`src/rtl/riscv_ctrl_pkg.sv`:
```
// rtl/riscv_ctrl_pkg.sv - shared types and codes for the multicycle RISC-V control path
package riscv_ctrl_pkg;

  typedef enum logic [3:0] {
    S_FETCH,
    S_DECODE,
    S_MEMADR,
    S_MEMREAD,
    S_MEMWB,
    S_MEMWRITE,
    S_EXECR,
    S_EXECI,
    S_ALUWB,
    S_BEQ,
    S_JAL,
    S_TRAP
  } state_t;

  localparam logic [6:0] OP_LOAD   = 7'b0000011;
  localparam logic [6:0] OP_STORE  = 7'b0100011;
  localparam logic [6:0] OP_RTYPE  = 7'b0110011;
  localparam logic [6:0] OP_ITYPE  = 7'b0010011;
  localparam logic [6:0] OP_BRANCH = 7'b1100011;
  localparam logic [6:0] OP_JAL    = 7'b1101111;

  localparam logic [1:0] IMM_I = 2'b00;
  localparam logic [1:0] IMM_S = 2'b01;
  localparam logic [1:0] IMM_B = 2'b10;
  localparam logic [1:0] IMM_J = 2'b11;

  localparam logic [1:0] SRCA_PC    = 2'b00;
  localparam logic [1:0] SRCA_OLDPC = 2'b01;
  localparam logic [1:0] SRCA_RS1   = 2'b10;

  localparam logic [1:0] SRCB_RS2  = 2'b00;
  localparam logic [1:0] SRCB_IMM  = 2'b01;
  localparam logic [1:0] SRCB_FOUR = 2'b10;

  localparam logic [1:0] RES_ALUOUT = 2'b00;
  localparam logic [1:0] RES_MEM    = 2'b01;
  localparam logic [1:0] RES_ALU    = 2'b10;

  localparam logic [1:0] ALUOP_ADD   = 2'b00;
  localparam logic [1:0] ALUOP_SUB   = 2'b01;
  localparam logic [1:0] ALUOP_FUNCT = 2'b10;

  localparam logic [2:0] ALU_ADD = 3'b000;
  localparam logic [2:0] ALU_SUB = 3'b001;
  localparam logic [2:0] ALU_AND = 3'b010;
  localparam logic [2:0] ALU_OR  = 3'b011;
  localparam logic [2:0] ALU_SLT = 3'b101;

  function automatic logic [1:0] imm_src_for(input logic [6:0] opcode);
    case (opcode)
      OP_STORE:  return IMM_S;
      OP_BRANCH: return IMM_B;
      OP_JAL:    return IMM_J;
      default:   return IMM_I;
    endcase
  endfunction

endpackage

```
`src/rtl/alu_decoder.sv`:
```
// rtl/alu_decoder.sv - maps the FSM alu_op and instruction funct fields to an ALU operation
module alu_decoder
  import riscv_ctrl_pkg::*;
(
  input  logic [1:0] alu_op,
  input  logic [2:0] funct3,
  input  logic       funct7b5,
  input  logic       op5,
  output logic [2:0] alu_control
);

  always_comb begin
    alu_control = ALU_ADD;
    case (alu_op)
      ALUOP_SUB: alu_control = ALU_SUB;
      ALUOP_FUNCT: begin
        case (funct3)
          // op5 separates R-type from I-type: addi never subtracts
          3'b000:  alu_control = (op5 && funct7b5) ? ALU_SUB : ALU_ADD;
          3'b010:  alu_control = ALU_SLT;
          3'b110:  alu_control = ALU_OR;
          3'b111:  alu_control = ALU_AND;
          default: alu_control = ALU_ADD;
        endcase
      end
      default: alu_control = ALU_ADD;
    endcase
  end

endmodule

```
`src/rtl/multicycle_ctrl.sv`:
```
// rtl/multicycle_ctrl.sv - multicycle control FSM with memory handshake and optional wait timeout
module multicycle_ctrl
  import riscv_ctrl_pkg::*;
#(
  parameter int MEM_WAIT_MAX = 0
) (
  input  logic       clk,
  input  logic       rst,
  input  logic [6:0] opcode,
  input  logic [2:0] funct3,
  input  logic       funct7b5,
  input  logic       zero,
  input  logic       mem_ready,
  output logic       mem_req,
  output logic       mem_write,
  output logic       adr_src,
  output logic       ir_write,
  output logic       pc_write,
  output logic       reg_write,
  output logic [1:0] alu_src_a,
  output logic [1:0] alu_src_b,
  output logic [1:0] result_src,
  output logic [1:0] imm_src,
  output logic [2:0] alu_control,
  output logic       illegal_instr
);

  localparam int CW = (MEM_WAIT_MAX > 1) ? $clog2(MEM_WAIT_MAX + 1) : 1;

  state_t        state, state_next;
  logic [CW-1:0] wait_cnt;
  logic          waiting;
  logic          timeout;
  logic [1:0]    alu_op;

  assign waiting = (state == S_FETCH) || (state == S_MEMREAD) || (state == S_MEMWRITE);
  // Fires on the cycle that would be the MEM_WAIT_MAX-th unanswered wait cycle
  assign timeout = (MEM_WAIT_MAX > 0) && waiting && !mem_ready &&
                   ((int'(wait_cnt) + 1) >= MEM_WAIT_MAX);

  always_ff @(posedge clk) begin
    if (rst) begin
      state    <= S_FETCH;
      wait_cnt <= '0;
    end else begin
      state <= state_next;
      if (state_next != state)
        wait_cnt <= '0;
      else if (waiting && !mem_ready)
        wait_cnt <= wait_cnt + CW'(1);
    end
  end

  always_comb begin
    state_next    = state;
    mem_req       = 1'b0;
    mem_write     = 1'b0;
    adr_src       = 1'b0;
    ir_write      = 1'b0;
    pc_write      = 1'b0;
    reg_write     = 1'b0;
    alu_src_a     = SRCA_PC;
    alu_src_b     = SRCB_RS2;
    result_src    = RES_ALUOUT;
    alu_op        = ALUOP_ADD;
    illegal_instr = 1'b0;

    case (state)
      S_FETCH: begin
        mem_req    = 1'b1;
        alu_src_b  = SRCB_FOUR;
        result_src = RES_ALU;
        ir_write   = mem_ready;
        pc_write   = mem_ready;
        if (mem_ready)    state_next = S_DECODE;
        else if (timeout) state_next = S_TRAP;
      end
      S_DECODE: begin
        alu_src_a = SRCA_OLDPC;
        alu_src_b = SRCB_IMM;
        case (opcode)
          OP_LOAD, OP_STORE: state_next = S_MEMADR;
          OP_RTYPE:          state_next = S_EXECR;
          OP_ITYPE:          state_next = S_EXECI;
          OP_BRANCH:         state_next = S_BEQ;
          OP_JAL:            state_next = S_JAL;
          default:           state_next = S_TRAP;
        endcase
      end
      S_MEMADR: begin
        alu_src_a  = SRCA_RS1;
        alu_src_b  = SRCB_IMM;
        state_next = (opcode == OP_LOAD) ? S_MEMREAD : S_MEMWRITE;
      end
      S_MEMREAD: begin
        mem_req = 1'b1;
        adr_src = 1'b1;
        if (mem_ready)    state_next = S_MEMWB;
        else if (timeout) state_next = S_TRAP;
      end
      S_MEMWB: begin
        result_src = RES_MEM;
        reg_write  = 1'b1;
        state_next = S_FETCH;
      end
      S_MEMWRITE: begin
        mem_req   = 1'b1;
        mem_write = 1'b1;
        adr_src   = 1'b1;
        if (mem_ready)    state_next = S_FETCH;
        else if (timeout) state_next = S_TRAP;
      end
      S_EXECR: begin
        alu_src_a  = SRCA_RS1;
        alu_op     = ALUOP_FUNCT;
        state_next = S_ALUWB;
      end
      S_EXECI: begin
        alu_src_a  = SRCA_RS1;
        alu_src_b  = SRCB_IMM;
        alu_op     = ALUOP_FUNCT;
        state_next = S_ALUWB;
      end
      S_ALUWB: begin
        reg_write  = 1'b1;
        state_next = S_FETCH;
      end
      S_BEQ: begin
        alu_src_a  = SRCA_RS1;
        alu_op     = ALUOP_SUB;
        pc_write   = zero;
        state_next = S_FETCH;
      end
      S_JAL: begin
        alu_src_a  = SRCA_OLDPC;
        alu_src_b  = SRCB_FOUR;
        pc_write   = 1'b1;
        state_next = S_ALUWB;
      end
      S_TRAP: begin
        illegal_instr = 1'b1;
      end
      default: state_next = S_TRAP;
    endcase

    // Reset silences every output so an aborted access or write never leaks out
    if (rst) begin
      mem_req       = 1'b0;
      mem_write     = 1'b0;
      adr_src       = 1'b0;
      ir_write      = 1'b0;
      pc_write      = 1'b0;
      reg_write     = 1'b0;
      alu_src_a     = SRCA_PC;
      alu_src_b     = SRCB_RS2;
      result_src    = RES_ALUOUT;
      alu_op        = ALUOP_ADD;
      illegal_instr = 1'b0;
    end
  end

  assign imm_src = rst ? IMM_I : imm_src_for(opcode);

  alu_decoder u_alu_decoder (
    .alu_op      (alu_op),
    .funct3      (funct3),
    .funct7b5    (funct7b5),
    .op5         (opcode[5]),
    .alu_control (alu_control)
  );

endmodule
```
`config.mk`:
```
export PLATFORM = sky130hd
export DESIGN_NAME = multicycle_ctrl
export DESIGN_NICKNAME = d
export VERILOG_FILES = /design/src/rtl/riscv_ctrl_pkg.sv /design/src/rtl/alu_decoder.sv /design/src/rtl/multicycle_ctrl.sv
export SDC_FILE = /design/constraint.sdc
export NUM_CORES = 1
export LEC_CHECK = 0
export ABC_AREA = 1
export BUFFER_PORTS_ARGS = -buffer_cell sky130_fd_sc_hd__buf_2
export CAP_MARGIN = 20
export CELL_PAD_IN_SITES_DETAIL_PLACEMENT = 1
export CELL_PAD_IN_SITES_GLOBAL_PLACEMENT = 1
export CORE_MARGIN = 1
export CORE_UTILIZATION = 27
export CTS_CLUSTER_DIAMETER = 100
export DETAILED_ROUTE_END_ITERATION = 8
export PLACE_DENSITY_LB_ADDON = 0.12
export SETUP_SLACK_MARGIN = 0.2
export SLEW_MARGIN = 10
export SYNTH_ARGS = -nofsm -noshare
export SYNTH_HDL_FRONTEND = slang
export SYNTH_SLANG_ARGS = --single-unit
```
`constraint.sdc`:
```
create_clock -name clk -period 1.7 [get_ports clk]
set_input_delay 0.085 -clock clk [delete_from_list [all_inputs] [get_ports clk]]
set_output_delay 0.085 -clock clk [all_outputs]
set_load 0.02 [all_outputs]
```
==> impl_results.md, run 1 <==
- Initial antenna violation count: 0
- R2R cell count: 10
- Biggest register: state
- Post-Syn Area per Cell: 5.10 um^2
- CP arrival: approximately 1.7 ns
- DRC viols: 0
- Hold crit path type: in2reg
- Initial core utilization: 0.286
- Core ar.: about 2200 um^2
- Failing checks: setup timing
- Tmin final: around 1.7 ns
- Input/output buffers: 32
- CTS root buffer: clkbuf_4
- Pwr Density: ~1500 nW/um^2
- RSZ-0062 raised after global routing: true
- Final hold slack: about 0.25 ns
- Syn Inst Count: between 100 and 150
- CP Max Fanout: 3
- Area contributors post-synth: nand2_1 (17%), dfxtp_1 (13%), a21oi_1 (12%)
- Post-synth cell types: 19
- Total grt overflow: 0
- Least-Margin Pin Slew: just under 0.4 ns
- Top-count cell post-synth: nand2_1
- Cell Chain, Critical Path: inv_4 > nand2_4 > nor2_4 > inv_2 > nor2_4 > inv_2 > ha_4 > nand2_4 > nor2_4 > nor2_4 > a21oi_4 > buf_6
- Antenna cells: 0
- Std-Cell Rows: 17
- Worst Slack Setup Final: -0.0335 ns
- Area Growth Syn to Fin: 95.8%
- Synth warn: 0
- Syn Nets: ~140
- CP max stage cell: dfxtp_2
- Most frequent cells after synthesis: nand2_1 (29), inv_1 (20), nor2_1 (20)
- Seq/Total Area, Yosys: 0.127
- LEAKAGE: 0.000650 uW
- DR iter-0 viols: 27
- Finished layout cell area: about 1200 um^2
- IO Count: 33
- CTS max path bufs: 2
- Primary FF master, synth: dfxtp_1
- H-tree levels: 1
- CP Class: reg2out
- Final Cycle Share: 1.02
- Max reg flops: 4
- Synthesized area: between 600 and 700 um^2
- Die area: around 2500 um^2
- Drt via density: a little under 5
- Yosys top cell by area: nand2_1
- Max incr delay on CP: around 0.33 ns
- Placed wire-length estimate: roughly 1900 um
- Avg WL per Cell: approximately 15 um
- Via count: 1018
- Biggest regs: state: 4 flops
- Register-to-register setup slack: 0.28 ns
- CP Data Required Time: 1.62 ns
- Buffers plus inverters on the worst setup path: 4
- Setup violators final: 2
- Post-synth EDFFs: 0
- CTS Sinks: 4
- Kind of start point of the critical path: register
- FFs w/ async S/R, synth: 0
- Status: finished, violations left
- Top cell type's share of synthesized area: 0.172
- Pin count of the biggest net entering global routing: 16
- Routed wire length: 3120 um
- VDD IR-drop max: ~0.94 mV
- Antenna viol nets, final: 0
- Cell Area, Placed: approximately 900 um^2
- Worst setup EP type: output pin
- Worst-Skew Late Latency: around 0.24 ns
- Max_cap viols: 0
- Seq cells post-synth: 4
- Vias in the first global route: approximately 1100
- Fmax: 577 MHz
- Total CTS buffers: 3
- First-pass GRT wire length: between 4000 and 5000 um
- Final Hold Viols: 0
- Hold path depth: 3
- Final Max Slew Viols: 0
- Die W: 50.4 um
- CTS tree: yes
- Clk slew on worst S/H paths: about 0.040 ns
- Post-CTS Hold Buffers: 0
- Final Power: between 1500 and 2000 uW
- # fillers: between 300 and 400
- Share of layout cells above drive strength 1: 0.545
- Total GRT Usage: 0.253
- RD Place Congestion: 0.820
- Levels on crit path: 12
- Worst slew margin: 0.743
- Pre-Repair DR Iteration Count: 4
- CP top delay family: simple AND/OR/NAND/NOR gates
- # nets final: between 150 and 200
- Die span in y: between 50 and 60 um
- Most used cell, CP: nor2_4
- Max Clock Skew: 0.000258 ns
final timing paths:
check,from,to
setup / recovery,state[2],alu_control[0]
hold / removal,mem_ready,state[0]
setup reg to reg,state[1],state[2]
hold reg to reg,state[1],state[2]
logic make-up after synthesis:
logic type      share of synthesized area
compound gates                      0.172
fa+ha+maj                          0.0396
buf+inv                             0.143
flops                               0.127
simple gates                        0.519
cells in the final DEF, fill, tap and decap left out, drive strengths merged:
cell type / count
a31oi: 1
nand4: 2
nor3b: 1
nand2: 31
ha: 2
nand3: 10
nor2: 26
clkbuf: 3
nor3: 2
o211ai: 1
buf: 52
inv: 23
o21ai: 4
dfxtp: 4
nor2b: 1
a21oi: 15
area by class of cell:
| cell class | count | area (um^2) | share of cell area |
|---|---|---|---|
| Timing Repair Buffer | 52 | 375 | 0.303 |
| Multi-Input combinational cell | 96 | 626 | 0.506 |
| Clock buffer | 3 | 22.5 | 0.0182 |
| Sequential cell | 4 | 90.1 | 0.0728 |
| Tap cell | 28 | 35.0 | 0.0283 |
| Inverter | 23 | 88.8 | 0.0718 |
stage by stage:
| step | setup slack [ns] | utilization | TNS (ns) | cells |
|---|---|---|---|---|
| final | -0.0335 | 0.559 | -0.0445 | 206 |
| after global routing | -0.105 | 0.559 | -0.271 | 206 |
| after CTS | 0.0171 | 0.509 | 0 | 204 |
| after detailed placement | -0.0319 | 0.405 | -0.0319 | 187 |
| after global placement | 0.0490 | 0.405 | 0 | 187 |
| after floorplan | 0.217 | - | 0 | 124 |
layer usage:
metal	track usage	routed length, um	up-vias
li1	-	-	499
met2	0.467	1660	32
met3	0.0333	108	6
met5	0	0	-
met1	0.293	1300	481
met4	0.0880	48	0
report_power, final:
part | switching [uW] | internal [uW]
logic | 844 | 659
registers | 60.1 | 150
clock network | 39.3 | 79.0
total | 943 | 888
timing repair:
item / CTS / global route
pin swaps: 12 / 8
setup endpoints to repair: 5 / 11
setup buffers: 14 / 2
gates resized for setup: 33 / 29
tightest hold or removal path, stage by stage:
cell	delay, ns
buf_2	0.13
o21ai_0	0.11
a21oi_1	0.12
(Power assumes the default switching activity.)
==> run 2, diff against run 1 <==
--- a/config.mk
+++ b/config.mk
@@ -16,6 +16,7 @@
 export DETAILED_ROUTE_END_ITERATION = 8
 export PLACE_DENSITY_LB_ADDON = 0.12
 export SETUP_SLACK_MARGIN = 0.2
+export SKIP_CTS_REPAIR_TIMING = 1
 export SLEW_MARGIN = 10
 export SYNTH_ARGS = -nofsm -noshare
 export SYNTH_HDL_FRONTEND = slang
==> run 2 against run 1 <==
Against the previous run: the run still ends with setup timing left; routed wire length fell by 23%; maximum frequency rose by 1.5%; clock power barely moved; largest power group unchanged.
==> impl_results.md, run 2 (synthesized netlist as in run 1, its figures left out) <==
- CP Class: reg2out
- Comb pwr share: 0.765
- Reg-to-reg startpoint: state[1]
- Flop pwr share: 0.150
- Clk slew on worst S/H paths: ~0.04 ns
- Worst-Skew Late Latency: around 0.23 ns
- Pin count of the biggest net entering global routing: 16
- Register-to-register setup slack: 0.36 ns
- Total GRT Usage: 0.201
- Finished layout cell area: 1070 um^2
- Die span in y: 50.4 um
- Commonest non-fill, non-tap cell in the layout: buf_2
- Clock power share: 0.084
- # fillers: around 330
- DR iter-0 viols: 11
- Hold Path End: state[3]
- Worst Slack Setup Final: -0.00801 ns
- Drt via density: 4.95
- Antenna viol nets, final: 0
- Die W: between 50 and 60 um
- Max reg flops: 4
- Total grt overflow: 0
- Initial core utilization: 0.286
- Worst slew margin: 0.766
- CP Max Fanout: 3
- CTS root buffer: clkbuf_4
- CTS max path bufs: 2
- Fmax: a little under 600 MHz
- Core ar.: 2210 um^2
- Die area: roughly 2500 um^2
- Setup TNS: -0.00801 ns
- Area Growth Syn to Fin: 69.9%
- Vias in the first global route: about 950
- Setup violators final: 1
- First-pass GRT wire length: roughly 3900 um
- Antenna cells: 0
- RD Place Congestion: around 0.82
- Final Util: 0.485
- Pwr Density: between 1000 and 1500 nW/um^2
- CP arrival: 1.62 ns
- Psw: about 750 uW
- Final Hold Viols: 0
- CP max stage cell: dfxtp_2
- R2R cell count: 8
- Kind of start point of the critical path: register
- RR Endpoint: state[1]
- Avg WL per Cell: ~12 um
- VDD IR-drop max: between 0.8 and 0.9 mV
- Most used cell, CP: nor2_4
- Cell Area, Placed: 896 um^2
- Hold Crit Start: rst
- CP top delay family: simple AND/OR/NAND/NOR gates
- Final Cycle Share: 1.00
- Tmin final: around 1.7 ns
- Biggest register: state
- Net switching share of the total power: 0.542
- Share of layout cells above drive strength 1: 0.476
- CP Data Required Time: about 1.6 ns
- Seq. cell area: ~90 um^2
- Input/output buffers: 32
- LEAKAGE: about 0.00057 uW
- Pint: around 630 uW
- Buffers plus inverters on the worst setup path: 4
- Final Power: 1380 uW
- Routed wire length: roughly 2400 um
- Max_cap viols: 0
- CTS tree: yes
- Least-Margin Pin Slew: between 0.3 and 0.4 ns
- Status: finished, violations left
- H-tree levels: 1
- Most frequent cells in the layout: buf_2 (26), nand2_1 (24), inv_1 (18), a21oi_1 (14), buf_4 (14)
- Cell Chain, Critical Path: inv_2 > nand2_2 > nor2_4 > inv_2 > nor2_4 > inv_2 > ha_4 > nand2_4 > nor2_4 > nor2_4 > a21oi_4 > buf_6
- Total CTS buffers: 3
- # nets final: roughly 190
- Hold crit path type: in2reg
- Failing checks: setup timing
- Via count: 970
- IO Count: 33
- Final Max Slew Viols: 0
- Pre-Repair DR Iteration Count: 4
- Max incr delay on CP: 0.31 ns
- CTS Sinks: 4
- RSZ-0062 raised after global routing: true
- Multi-input gate area: between 500 and 600 um^2
- DRC viols: 0
- Placed wire-length estimate: 1850 um
- Initial antenna violation count: 0
- Hold path depth: 2
- Biggest regs: state: 4 flops
- Max Clock Skew: 0.000123 ns
- Worst setup EP type: output pin
- Std-Cell Rows: 17
==> run 2: cell types whose count changed in the layout (fill, tap and decap cells not counted), moves of 2 or more <==
cell / before / now
buf_2: 24 / 26
buf_4: 16 / 14
buf_6: 12 / 2
inv_1: 16 / 18
inv_2: 6 / 4
nand2_1: 21 / 24
nand2_4: 6 / 2
nor2_2: 3 / 6
nor2_4: 10 / 8
o21ai_0: 1 / 4
o21ai_2: 2 / 0
==> run 2: worst reg2reg max path, cell delays in order, from the launching register on <==
cell and delay, ns:
dfxtp_2 0.31, buf_4 0.15, nand2_1 0.15, inv_1 0.07
nand2_2 0.11, a21oi_1 0.08, nor2_1 0.13, nand3_1 0.08
nor2b_2 0.15
==> run 2: power by group through the flow <==
stage | Sequential (uW) | Combinational (uW) | Clock (uW)
global route | 217 | 1170 | 132
finish | 208 | 1060 | 117
detailed placement | 184 | 922 | 0
CTS | 182 | 925 | 124
global placement | 184 | 904 | 0
floorplan | 183 | 630 | 0
==> run 2: how the worst max path moves through the flow <==
stage,from,to,slack (ns),cells after the start
4_1_cts,state[2],alu_control[0],-0.29,12
6_report,state[1],alu_control[0],-0.008,12
3_5_place_dp,state[2],alu_control[0],-0.03,12
2_1_floorplan,state[2],alu_control[0],0.22,11
5_1_grt,state[1],alu_control[0],-0.09,12
3_3_place_gp,state[2],alu_control[0],0.05,12
==> run 2: per-stage QoR <==
stage / hold slack, ns / cells / setup WS, ns
6_report: 0.253 / 196 / -0.00801
5_1_grt: 0.243 / 196 / -0.0874
4_1_cts: 0.216 / 190 / -0.291
3_5_place_dp: 0.466 / 187 / -0.0319
3_3_place_gp: 0.460 / 187 / 0.0490
2_1_floorplan: 0.221 / 124 / 0.217
==> run 2: per-layer routing <==
metal | track usage | vias up | part of all wire
li1 | - | 478 | -
met1 | 0.246 | 463 | 0.46
met2 | 0.364 | 27 | 0.50
met3 | 0.0212 | 2 | 0.031
met4 | 0.0556 | 0 | 0.0058
met5 | 0 | - | 0
==> run 2: layout make-up <==
class	instances	share of cell area
repair buffers	42	0.240
well taps	28	0.0326
multi-input cells	96	0.540
flip-flops and latches	4	0.0839
inverters	23	0.0828
clock buffers	3	0.0210
